## src/rtl/lcd_pkg.sv

```systemverilog
// Shared constants for the 8080-style LCD bus engines (read and write paths).
// State codes stay plain constants so existing write-path code can share them.
package lcd_pkg;

    localparam int unsigned LCD_DW      = 16;
    localparam int unsigned LCD_T_SETUP = 1;
    localparam int unsigned LCD_T_RDL   = 4;
    localparam int unsigned LCD_T_RDH   = 2;
    localparam int unsigned LCD_CNT_W   = 8;

    localparam logic [2:0] ST_IDLE   = 3'd0;
    localparam logic [2:0] ST_SETUP  = 3'd1;
    localparam logic [2:0] ST_RDL    = 3'd2;
    localparam logic [2:0] ST_SAMPLE = 3'd3;
    localparam logic [2:0] ST_HOLD   = 3'd4;
    localparam logic [2:0] ST_RDH    = 3'd5;
    localparam logic [2:0] ST_DONE   = 3'd6;

    function automatic int unsigned lcd_max3(input int unsigned a,
                                             input int unsigned b,
                                             input int unsigned c);
        int unsigned m;
        m = (a > b) ? a : b;
        return (m > c) ? m : c;
    endfunction

endpackage

```

## src/rtl/lcd_tcnt.sv

```systemverilog
// Loadable down-counter with zero flag; times the SETUP/RDL/RDH bus phases.
// A phase of N cycles loads N-1 on entry and ends in the cycle zero is high.
module lcd_tcnt #(
    parameter int unsigned W = 4
) (
    input  logic         clk,
    input  logic         resetn,
    input  logic         load,
    input  logic [W-1:0] load_val,
    output logic         zero
);

    logic [W-1:0] cnt;

    always_ff @(posedge clk or negedge resetn) begin
        if (!resetn) begin
            cnt <= '0;
        end else if (load) begin
            cnt <= load_val;
        end else if (cnt != '0) begin
            cnt <= cnt - 1'b1;
        end
    end

    assign zero = (cnt == '0);

endmodule

```

## src/rtl/lcd_rd_ctrl.sv

```systemverilog
// Read-side engine for the 8080 LCD bus: CS#/RS/RD# sequencing, bus sampling
// at the RD# rising edge, and a single-entry valid/ready response register.
module lcd_rd_ctrl
    import lcd_pkg::*;
#(
    parameter int unsigned DW      = LCD_DW,
    parameter int unsigned T_SETUP = LCD_T_SETUP,
    parameter int unsigned T_RDL   = LCD_T_RDL,
    parameter int unsigned T_RDH   = LCD_T_RDH,
    parameter int unsigned CNT_W   = LCD_CNT_W
) (
    input  logic             clk,
    input  logic             resetn,
    input  logic             req_valid,
    output logic             req_ready,
    input  logic             req_rs,
    input  logic [CNT_W-1:0] req_num,
    input  logic             req_dummy,
    input  logic             wr_busy,
    output logic             rsp_valid,
    input  logic             rsp_ready,
    output logic [DW-1:0]    rsp_data,
    output logic             rsp_last,
    output logic             done,
    output logic             busy,
    output logic             lcd_cs_n,
    output logic             lcd_rs,
    output logic             lcd_rd_n,
    output logic             lcd_db_oe,
    input  logic [DW-1:0]    lcd_db_i
);

    localparam int unsigned TMAX = lcd_max3(T_SETUP, T_RDL, T_RDH);
    localparam int unsigned TW   = $clog2(TMAX + 1);

    logic [2:0]     state, state_nxt;
    logic           rs_q;
    logic           dummy_q;
    logic [CNT_W:0] rd_left;
    logic           t_load;
    logic [TW-1:0]  t_val;
    logic           t_zero;
    logic           accept;
    logic           blocked;
    logic           capture;
    logic           bus_own;

    assign req_ready = resetn && (state == ST_IDLE) && !wr_busy;
    assign accept    = req_valid && req_ready;
    assign blocked   = rsp_valid && !rsp_ready;
    assign capture   = (state == ST_RDL) && t_zero;

    lcd_tcnt #(
        .W (TW)
    ) u_tcnt (
        .clk      (clk),
        .resetn   (resetn),
        .load     (t_load),
        .load_val (t_val),
        .zero     (t_zero)
    );

    // RDH and HOLD share the decision: RD# may only fall again once the
    // response register is free, and DONE waits until the last word is taken.
    always_comb begin
        state_nxt = state;
        t_load    = 1'b0;
        t_val     = '0;
        case (state)
            ST_IDLE: begin
                if (accept) begin
                    if ((req_num == '0) && !req_dummy) begin
                        state_nxt = ST_DONE;
                    end else begin
                        state_nxt = ST_SETUP;
                        t_load    = 1'b1;
                        t_val     = TW'(T_SETUP - 1);
                    end
                end
            end
            ST_SETUP: begin
                if (t_zero) begin
                    if (blocked) begin
                        state_nxt = ST_HOLD;
                    end else begin
                        state_nxt = ST_RDL;
                        t_load    = 1'b1;
                        t_val     = TW'(T_RDL - 1);
                    end
                end
            end
            ST_RDL: begin
                if (t_zero) state_nxt = ST_SAMPLE;
            end
            ST_SAMPLE: begin
                state_nxt = ST_RDH;
                t_load    = 1'b1;
                t_val     = TW'(T_RDH - 1);
            end
            ST_RDH, ST_HOLD: begin
                if ((state == ST_HOLD) || t_zero) begin
                    if (blocked) begin
                        state_nxt = ST_HOLD;
                    end else if (rd_left == '0) begin
                        state_nxt = ST_DONE;
                    end else begin
                        state_nxt = ST_RDL;
                        t_load    = 1'b1;
                        t_val     = TW'(T_RDL - 1);
                    end
                end
            end
            ST_DONE: state_nxt = ST_IDLE;
            default: state_nxt = ST_IDLE;
        endcase
    end

    always_ff @(posedge clk or negedge resetn) begin
        if (!resetn) begin
            state   <= ST_IDLE;
            rs_q    <= 1'b1;
            dummy_q <= 1'b0;
            rd_left <= '0;
        end else begin
            state <= state_nxt;
            if (accept) begin
                rs_q    <= req_rs;
                dummy_q <= req_dummy;
                rd_left <= {1'b0, req_num} + {{CNT_W{1'b0}}, req_dummy};
            end else if (capture) begin
                rd_left <= rd_left - 1'b1;
                dummy_q <= 1'b0;
            end
        end
    end

    // The register is always empty at capture time because RDL is only
    // entered when it is free or being accepted in that same cycle.
    always_ff @(posedge clk or negedge resetn) begin
        if (!resetn) begin
            rsp_valid <= 1'b0;
            rsp_data  <= '0;
            rsp_last  <= 1'b0;
        end else if (capture && !dummy_q) begin
            rsp_valid <= 1'b1;
            rsp_data  <= lcd_db_i;
            rsp_last  <= (rd_left == (CNT_W+1)'(1));
        end else if (rsp_ready) begin
            rsp_valid <= 1'b0;
        end
    end

    assign bus_own   = (state == ST_SETUP) || (state == ST_RDL) ||
                       (state == ST_SAMPLE) || (state == ST_HOLD) ||
                       (state == ST_RDH);
    assign lcd_cs_n  = !bus_own;
    assign lcd_db_oe = !bus_own;
    assign lcd_rd_n  = (state != ST_RDL);
    assign lcd_rs    = rs_q;
    assign done      = (state == ST_DONE);
    assign busy      = (state != ST_IDLE);

endmodule

```

## config.mk

```make
export PLATFORM = sky130hd
export DESIGN_NAME = lcd_rd_ctrl
export DESIGN_NICKNAME = d
export VERILOG_FILES = /design/src/rtl/lcd_pkg.sv /design/src/rtl/lcd_tcnt.sv /design/src/rtl/lcd_rd_ctrl.sv
export SDC_FILE = /design/constraint.sdc
export NUM_CORES = 1
export LEC_CHECK = 0
export BUFFER_PORTS_ARGS = -buffer_cell sky130_fd_sc_hd__clkbuf_2
export CAP_MARGIN = 20
export CORE_ASPECT_RATIO = 1.75
export CORE_MARGIN = 2
export CORE_UTILIZATION = 30
export DETAILED_ROUTE_END_ITERATION = 7
export SLEW_MARGIN = 10
export SYNTH_ARGS = -nofsm -noshare
export SYNTH_HDL_FRONTEND = slang
export SYNTH_SLANG_ARGS = --single-unit
```

## constraint.sdc

```tcl
create_clock -name clk -period 4.5 [get_ports clk]
set_input_delay 0.225 -clock clk [delete_from_list [all_inputs] [get_ports clk]]
set_output_delay 0.225 -clock clk [all_outputs]
set_load 0.1 [all_outputs]
```

==> results.yml, run 1 <==
status:
  status: "finished, final reports clean"
timing:
  rsz0062_at_grt: "no"
  max_freq_mhz: 427.6
  finalHoldViolCount: 0
  slew_viol_final: 0
  skew_ps: 2.234
  slew_headroom_pct: 49.36
  fin_crit_sh_pct: 51.97
  finalSetupViolations: 0
  min_period_ps: 2339
  worstMarginPinSlew_ps: 758.0
  finalSetupTns_ps: 0
detailed_routing:
  vias_per_cell: 5.043
  routed-via-count: 1644
  first_iter_violations: 69
  routed_wirelength_um: 4792
  post_drt_wl_per_cell_um: 14.70
  wl_met3_um: 134
  wl_met1_um: 1768
  wl_met2_um: 2728
  drtAntennaViolNets: 0
  drc: 0
  highest_layer: "met4"
  dr.pass1.iters: 5
global_route:
  antenna_found_initial: 0
  grt_max_degree: 37
  overflow: 0
  grt_pass1_wl_um: 8066
  grt_pass1_vias: 1717
  gr-usage-all-layers_pct: 14.60
clock_network:
  cts_htree_levels: 2
  cts_max_path_buffers: 2
  cts_resized: 0
  cts_hold_buf: 0
  cts_tree: "yes"
  root_buffer: "clkbuf_16"
  path_clk_slew_ps: 60
  cts.sinks: 35
  cts-buffers-inserted: 5
  clock_latency_ps: 280
  post-cts-setup-buffers: 0
cells_and_area:
  layout_commonest_cell: "clkbuf_2"
  final_cell_mix: "55 x clkbuf_2, 34 x dfrtp_1, 16 x mux2_2, 14 x nand2_1, 11 x nor2_1"
  layout-drive-gt1-share_pct: 35.66
  final_nets: 281
  area_growth_pct: 25.81
  final_area_um2: 2476
  antenna_cells: 0
  final_cells: 326
yosys:
  synth_top_family_by_area: "simple AND/OR/NAND/NOR gates"
  synth-seq-area-share_pct: 44.56
  synth_edf_count: 0
  synth_cells: 189
  async_flop_share_pct: 100.0
  synth-simple-area-share_pct: 20.98
  yosys_register_bits: 35
  synth-compound-area-share_pct: 10.93
  ys.flop_type: "dfrtp_1"
  synth_xor_area_share_pct: 4.450
  synth_area_um2: 1968
  syn_nets: 227
  ys_warn_count: 0
  synth_fa_ha_area_share_pct: 4.450
  synth_cell_type_count: 51
  synth.avg_cell_area_um2: 10.41
  muxShareOfSynthArea_pct: 10.68
place:
  place_congestion: 0.7914
  port_buffers: 55
  dp.cells: 318
  hpwlAfterDp_um: 3698
  place_area_um2: 2298
worst_setup_path:
  required_ps: 4670
  cp_max_fo: 16
  end_kind: "flop"
  path_class: "flop to flop"
  critPathLaunchType: "flop"
  crit_arrival_ps: 2510
die:
  dieArea_um2: 7249
  start_util_pct: 30.56
  die_width_um: 65.23
  fp.dieH_um: 111.1
  coreArea_um2: 6441
  pin_count: 56
  rows: 39
run:
  drv_cap: 0
hold_path:
  hold_path.class: "primary input to asynchronous set/reset pin"
-- synth_stat cells, types with 2 or more instances --
cell      number  area [um^2]
a21o_1         3        22.52
a21oi_1        7        35.03
and3_1         3        18.77
buf_2          2        10.01
buf_6          2        22.52
clkbuf_1       4        15.01
dfrtp_1       34        850.8
ha_1           7        87.58
inv_1          6        22.52
mux2_2        16        180.2
mux2i_1        3        30.03
nand2_1       14        52.55
nand2b_1       4        25.02
nand3_1        9        45.04
nand4_1        5        31.28
nor2_1        11        41.29
nor2b_1        3        18.77
nor3_1         4        20.02
nor4_1         2        12.51
o211ai_1       2        15.01
o21ai_0        9        45.04
o31ai_1        2        15.01
xnor2_1        3        26.28
xor2_1         7        61.31
-- state kept, by name, summed over array words and instances, names as in the netlist --
signal and flops:
u_tcnt.cnt 3, rsp_data 16, lcd_rs 1, rd_left 9
state 3, rsp_valid 1, dummy_q 1, rsp_last 1
-- critical path, stage by stage, from the launching register on --
cell     delay (ps)
dfrtp_1         390
inv_1            80
ha_1            180
and2b_1         460
nand2_1         280
nor2_4          440
mux2_2          390
-- cell type report --
| cell class | instances | area (um^2) |
|---|---|---|
| Clock inverter | 2 | 38.79 |
| Multi-Input combinational cell | 139 | 1013 |
| Tap cell | 82 | 102.6 |
| Clock buffer | 6 | 138.9 |
| Sequential cell | 35 | 877.1 |
| Inverter | 6 | 22.52 |
| Timing Repair Buffer | 56 | 282.8 |
| Fill cell | 667 | 3965 |
-- routing by layer --
metal  track usage [%]  up-vias
met5                 0        -
met4             7.778        0
met3             2.538       12
met2             26.05       40
met1             15.78      804
li1                  -      788
-- cell families (layout without fill, tap and decap cells) --
kind of cell    after synthesis  after routing
compound gates               33             33
xor+xnor                     10             10
fa+ha+maj                     7              7
buf+inv                      15             70
flops                        35             35
mux                          19             19
simple gates                 70             70
-- metrics by stage --
stage	worst slack (ps)	utilization (%)	hold WS, ps
floorplan	477.5	-	-70.59
global placement	2152	35.68	399.8
detailed placement	2121	35.68	402.4
CTS	2131	38.44	98.86
global route	1896	38.44	123.4
finish	2161	38.44	88.83
-- worst paths after layout --
kind	end	cells past startpoint	slack [ps]	start
max	rsp_data[14]	6	2160	u_tcnt.cnt[0]
min	dummy_q	2	90	resetn
max reg2reg	rsp_data[14]	6	2160	u_tcnt.cnt[0]
min reg2reg	lcd_rs	2	460	lcd_rs
max in group asynchronous	lcd_rs	2	4070	resetn
min in group clk	lcd_rs	3	140	req_rs
Power of run 1 is left out: the tool's default activity adds up to more than one toggle a clock period on the data nets, which glitch-free logic cannot reach.
==> inputs of run 2 (changes only) <==
ABC_AREA = 1   (was not set)
clock period = 2 ns   (was 4.5 ns; I/O delays follow)
==> run 2 against run 1 <==
Final area is 9.0% higher. First-iteration DRC count decreased by 48%. Sequential share of layout area down 2.9 points. Hold slack lost 74 ps. Critical path depth decreased by 1. Global-route usage rose by 0.19 points. Wire length up 8.3%. Non-clock buffer count grew 5. Largest cell class unchanged. Synthesized area grew 8.3%. Cell count grew 32%. Setup slack got worse by 1900 ps. Utilization is 0.92 points higher.
==> results.yml, run 2 <==
place:
  hpwlAfterDp_um: 4024
  place_congestion: 0.7810
  port_buffers: 55
  dp_slack_ps: 302.4
  place_area_um2: 2501
die:
  dieArea_um2: 7824
  rows: 40
  pin_count: 56
  fp.dieH_um: 115.5
  die_width_um: 67.73
  start_util_pct: 31.09
  coreArea_um2: 6857
timing:
  max_freq_mhz: 572.8
  slew_viol_final: 0
  worst_slack_ps: 254.2
  finalHoldViolCount: 0
  finalSetupTns_ps: 0
  rsz0062_at_grt: "no"
  skew_ps: 2.709
  fin_crit_sh_pct: 87.29
  slew_headroom_pct: 62.39
  finalSetupViolations: 0
  worstMarginPinSlew_ps: 566.6
  min_period_ps: 1746
global_route:
  grt_pass1_wl_um: 8625
  overflow: 0
  grt_pass1_vias: 1857
  antenna_found_initial: 0
  grt_max_degree: 36
  gr-usage-all-layers_pct: 14.79
yosys:
  yosys_register_bits: 35
  yosysMostFrequentCell: "nand2_1"
  synth_area_um2: 2132
  syn_nets: 322
  yosys-top-cells-count: "97 x nand2_1, 34 x dfrtp_1, 30 x inv_1, 24 x nand3_1, 22 x nor2_1"
  synth.area.top_cells: "dfrtp_1 40%, nand2_1 17%, nand3_1 5.6%"
  ys_warn_count: 0
  synth.avg_cell_area_um2: 7.507
  synth_edf_count: 0
  synth-seq-area-share_pct: 41.14
  async_flop_share_pct: 100.0
  yosys.area.top_type: "dfrtp_1"
  synth_cells: 284
  synthDominantCellAreaShare_pct: 39.91
  synth_cell_type_count: 32
  ys.flop_type: "dfrtp_1"
cells_and_area:
  post-route-util_pct: 39.36
  antenna_cells: 0
  largest_reg_flops: 16
  fill_cells: 715
  largest_registers: "rsp_data x16, rd_left x9"
  final_area_um2: 2699
  largest_register: "rsp_data"
  layout_commonest_cell: "nand2_1"
  layout-drive-gt1-share_pct: 25.43
  final_cell_mix: "97 x nand2_1, 54 x clkbuf_2, 34 x dfrtp_1, 29 x inv_1, 24 x nand3_1"
  area_growth_pct: 26.58
  final_nets: 383
run:
  drv_cap: 0
worst_setup_path:
  cp_num_buf_inv: 3
  regToRegStartpoint: "u_tcnt.cnt[0]"
  crit_start: "state[0]"
  crit_arrival_ps: 1650
  required_ps: 1900
  cp_max_fo: 8
  cp_slowest_stage_delay_ps: 540
  path_class: "flop to output pin"
  rrSetupSlack_ps: 320
  slowest_stage: "dfrtp_1"
  path_cells: "inv_2, nand3_4, nand2_1, clkinvlp_4, clkbuf_2"
  end_kind: "output pin"
  critPathLaunchType: "flop"
  cpLargestDelayFamily: "buffers and inverters"
hold_path:
  hp-start: "lcd_db_i[14]"
  hold_path.class: "primary input to flop"
clock_network:
  cts.sinks: 35
  cts-buffers-inserted: 5
  cts_tree: "yes"
  cts_htree_levels: 2
  cts_max_path_buffers: 2
  clock_latency_ps: 280
  root_buffer: "clkbuf_16"
  path_clk_slew_ps: 60
  post-cts-setup-buffers: 0
detailed_routing:
  dr.pass1.iters: 4
  drtAntennaViolNets: 0
  routed_wirelength_um: 5191
  post_drt_wl_per_cell_um: 12.07
  first_iter_violations: 36
  drc: 0
  routed-via-count: 1972
  vias_per_cell: 4.586
status:
  status: "finished, final reports clean"
-- run 2: changes by cell type after synthesis, moves of 4 or more --
cell	delta
xor2_1	-4
inv_1	+24
clkbuf_1	-4
nand2b_1	-4
nor2_1	+11
nand2_1	+83
inv_2	+4
o21ai_1	+6
nand3_1	+15
mux2_2	-16
-- run 2: stage by stage --
stage / hold WS, ps / instances
detailed placement: 194.9 / 420
CTS: 15.86 / 430
global placement: 186.5 / 420
floorplan: -195.6 / 284
global route: 26.93 / 430
finish: 14.90 / 430
-- run 2: repair_timing --
action / 4_1_cts / 5_1_grt
endpoints found under the hold margin: 35 / 0
hold buffers: 2 / 0
resized for setup: 0 / 0
-- run 2: cell families (layout without fill, tap and decap cells) --
kind of cell	after synthesis	count (layout)	synth area share, %
simple gates	162	162	34.04
buf+inv	43	105	9.741
flops	35	35	41.14
compound gates	32	32	8.921
fa+ha+maj	7	7	4.108
xor+xnor	5	5	2.054
-- run 2: per-layer routing --
metal	wire length [um]	share of wire [%]	up-vias	global-route usage, %
li1	-	-	1025	-
met1	2083	40	903	16.69
met2	2808	54	36	26.01
met3	162	3.1	8	2.330
met4	137	2.6	0	7.619
met5	0	0	-	0
-- run 2: worst paths after layout --
kind	end	depth (start not counted)
worst min-delay path	rsp_data[14]	3
worst min register to register	rsp_data[8]	2
worst max-delay path	lcd_cs_n	5
min in group asynchronous	rsp_data[3]	3
max in group asynchronous	lcd_rs	3
worst max register to register	rsp_last	9
-- run 2: cell type report --
class / instances / area (um^2) / area share, %
clock buffers: 6 / 138.9 / 5.146
clock inverters: 2 / 38.79 / 1.437
inverters: 36 / 143.9 / 5.331
multi-input cells: 206 / 1055 / 39.08
flip-flops and latches: 35 / 877.1 / 32.50
well taps: 84 / 105.1 / 3.894
repair buffers: 61 / 340.3 / 12.61
-- run 2: worst register-to-register path: cells and delay by family (launching register included) --
family | cells | cell delay [ps]
fa+ha+maj | 1 | 180
simple gates | 4 | 640
flops | 1 | 370
compound gates | 1 | 70
buf+inv | 3 | 300
Power of run 2 is left out for the same reason.
==> inputs of run 3 (changes only) <==
CTS_BUF_LIST = sky130_fd_sc_hd__clkbuf_16   (was not set)
==> run 3 against run 2 <==
Final area is 0.37% lower. Wire length fell by 0.13%. Die area stayed put. Sequential cell count unchanged. Global-route usage barely moved. Utilization is 0.15 points lower. Register-to-register slack about the same. Highest routed layer unchanged.
==> results.yml, run 3 (synthesized netlist as in run 2, its figures left out) <==
status:
  status: "finished, final reports clean"
detailed_routing:
  drc: 0
  routed-via-count: 1970
  post_drt_wl_per_cell_um: 12.06
  dr.pass1.iters: 4
  first_iter_violations: 36
  routed_wirelength_um: 5184
  drtAntennaViolNets: 0
  vias_per_cell: 4.581
worst_setup_path:
  cpLargestDelayFamily: "buffers and inverters"
  critPathLaunchType: "flop"
  end_kind: "output pin"
  path_cells: "inv_2, nand3_4, nand2_1, clkinvlp_4, clkbuf_2"
  cp_max_fo: 8
  path_class: "flop to output pin"
  crit_arrival_ps: 1650
  required_ps: 1900
  slowest_stage: "dfrtp_1"
  cp_num_buf_inv: 3
  cp_slowest_stage_delay_ps: 540
timing:
  finalSetupTns_ps: 0
  slew_headroom_pct: 62.42
  rsz0062_at_grt: "no"
  finalHoldViolCount: 0
  skew_ps: 2.709
  finalSetupViolations: 0
  worstMarginPinSlew_ps: 566.1
  max_freq_mhz: 572.8
  slew_viol_final: 0
  min_period_ps: 1746
  fin_crit_sh_pct: 87.28
run:
  drv_cap: 0
cells_and_area:
  antenna_cells: 0
  layout_commonest_cell: "nand2_1"
  largest_register: "rsp_data"
  largest_registers: "rsp_data x16, rd_left x9"
  final_nets: 383
  largest_reg_flops: 16
  final_cell_mix: "97 x nand2_1, 54 x clkbuf_2, 34 x dfrtp_1, 29 x inv_1, 24 x nand3_1"
  layout-drive-gt1-share_pct: 25.14
  area_growth_pct: 26.12
  final_area_um2: 2689
  fill_cells: 716
die:
  die_width_um: 67.73
  pin_count: 56
  start_util_pct: 31.09
  coreArea_um2: 6857
  dieArea_um2: 7824
  rows: 40
  fp.dieH_um: 115.5
place:
  place_area_um2: 2501
  hpwlAfterDp_um: 4024
  place_congestion: 0.7810
  port_buffers: 55
clock_network:
  root_buffer: "clkbuf_16"
  cts_resized: 0
  path_clk_slew_ps: 60
  clock_latency_ps: 280
  cts_max_path_buffers: 2
  cts.sinks: 35
  cts-buffers-inserted: 5
  cts_tree: "yes"
  cts_htree_levels: 2
global_route:
  gr-usage-all-layers_pct: 14.77
  grt_max_degree: 36
  grt_pass1_wl_um: 8611
  antenna_found_initial: 0
  grt_pass1_vias: 1857
  overflow: 0
hold_path:
  hold_path.class: "primary input to flop"
-- run 3: cell types whose count changed in the layout (fill, tap and decap cells not counted), sizes merged --
cell / change
clkbuf: -1
clkinv: +1
-- run 3: routing by layer --
| metal | global-route usage (%) | routed length, um |
|---|---|---|
| met1 | 16.63 | 2079 |
| met2 | 26.01 | 2806 |
| met3 | 2.330 | 162 |
| met4 | 7.619 | 137 |
| met5 | 0 | 0 |
-- run 3: path summary, 6_finish.rpt --
path	depth (start not counted)	end	from	slack, ps
setup / recovery	5	lcd_cs_n	state[0]	250
min in group asynchronous	3	rsp_data[3]	resetn	420
hold reg to reg	2	rsp_data[8]	rsp_data[8]	470
hold / removal	3	rsp_data[14]	lcd_db_i[14]	20
setup reg to reg	9	rsp_last	u_tcnt.cnt[0]	320
max in group asynchronous	3	lcd_rs	resetn	1240
-- run 3: layout make-up --
type | count | area, um^2 | share of cell area, %
clock buffer | 5 | 125.1 | 4.653
clock inverter | 3 | 42.54 | 1.582
inverter | 36 | 143.9 | 5.351
multi-input combinational | 206 | 1055 | 39.23
sequential | 35 | 877.1 | 32.62
tap | 84 | 105.1 | 3.909
timing repair buffer | 61 | 340.3 | 12.66
-- run 3: timing repair --
item / in CTS / in global routing
hold buffers: 2 / 0
setup buffers: 0 / 0
endpoints found under the hold margin: 35 / 0
-- run 3: metrics by stage --
step | std cells | util (%) | hold slack (ps) | setup WS, ps
after floorplan | 284 | - | -195.6 | 29.90
after global placement | 420 | 36.48 | 186.5 | 355.7
after detailed placement | 420 | 36.48 | 194.9 | 302.4
after CTS | 430 | 39.22 | 16.68 | 246.7
after global routing | 430 | 39.22 | 27.67 | 109.7
final | 430 | 39.22 | 15.87 | 254.3
-- run 3: worst reg2reg max path, stage by stage, from the launching register on --
cell and delay (ps):
dfrtp_1 370, inv_1 90, ha_1 180, inv_1 70
nor2_4 200, nand2_4 130, nor2_8 240, inv_4 140
nand2_1 70, o21ai_0 70
Power of run 3 is left out for the same reason.
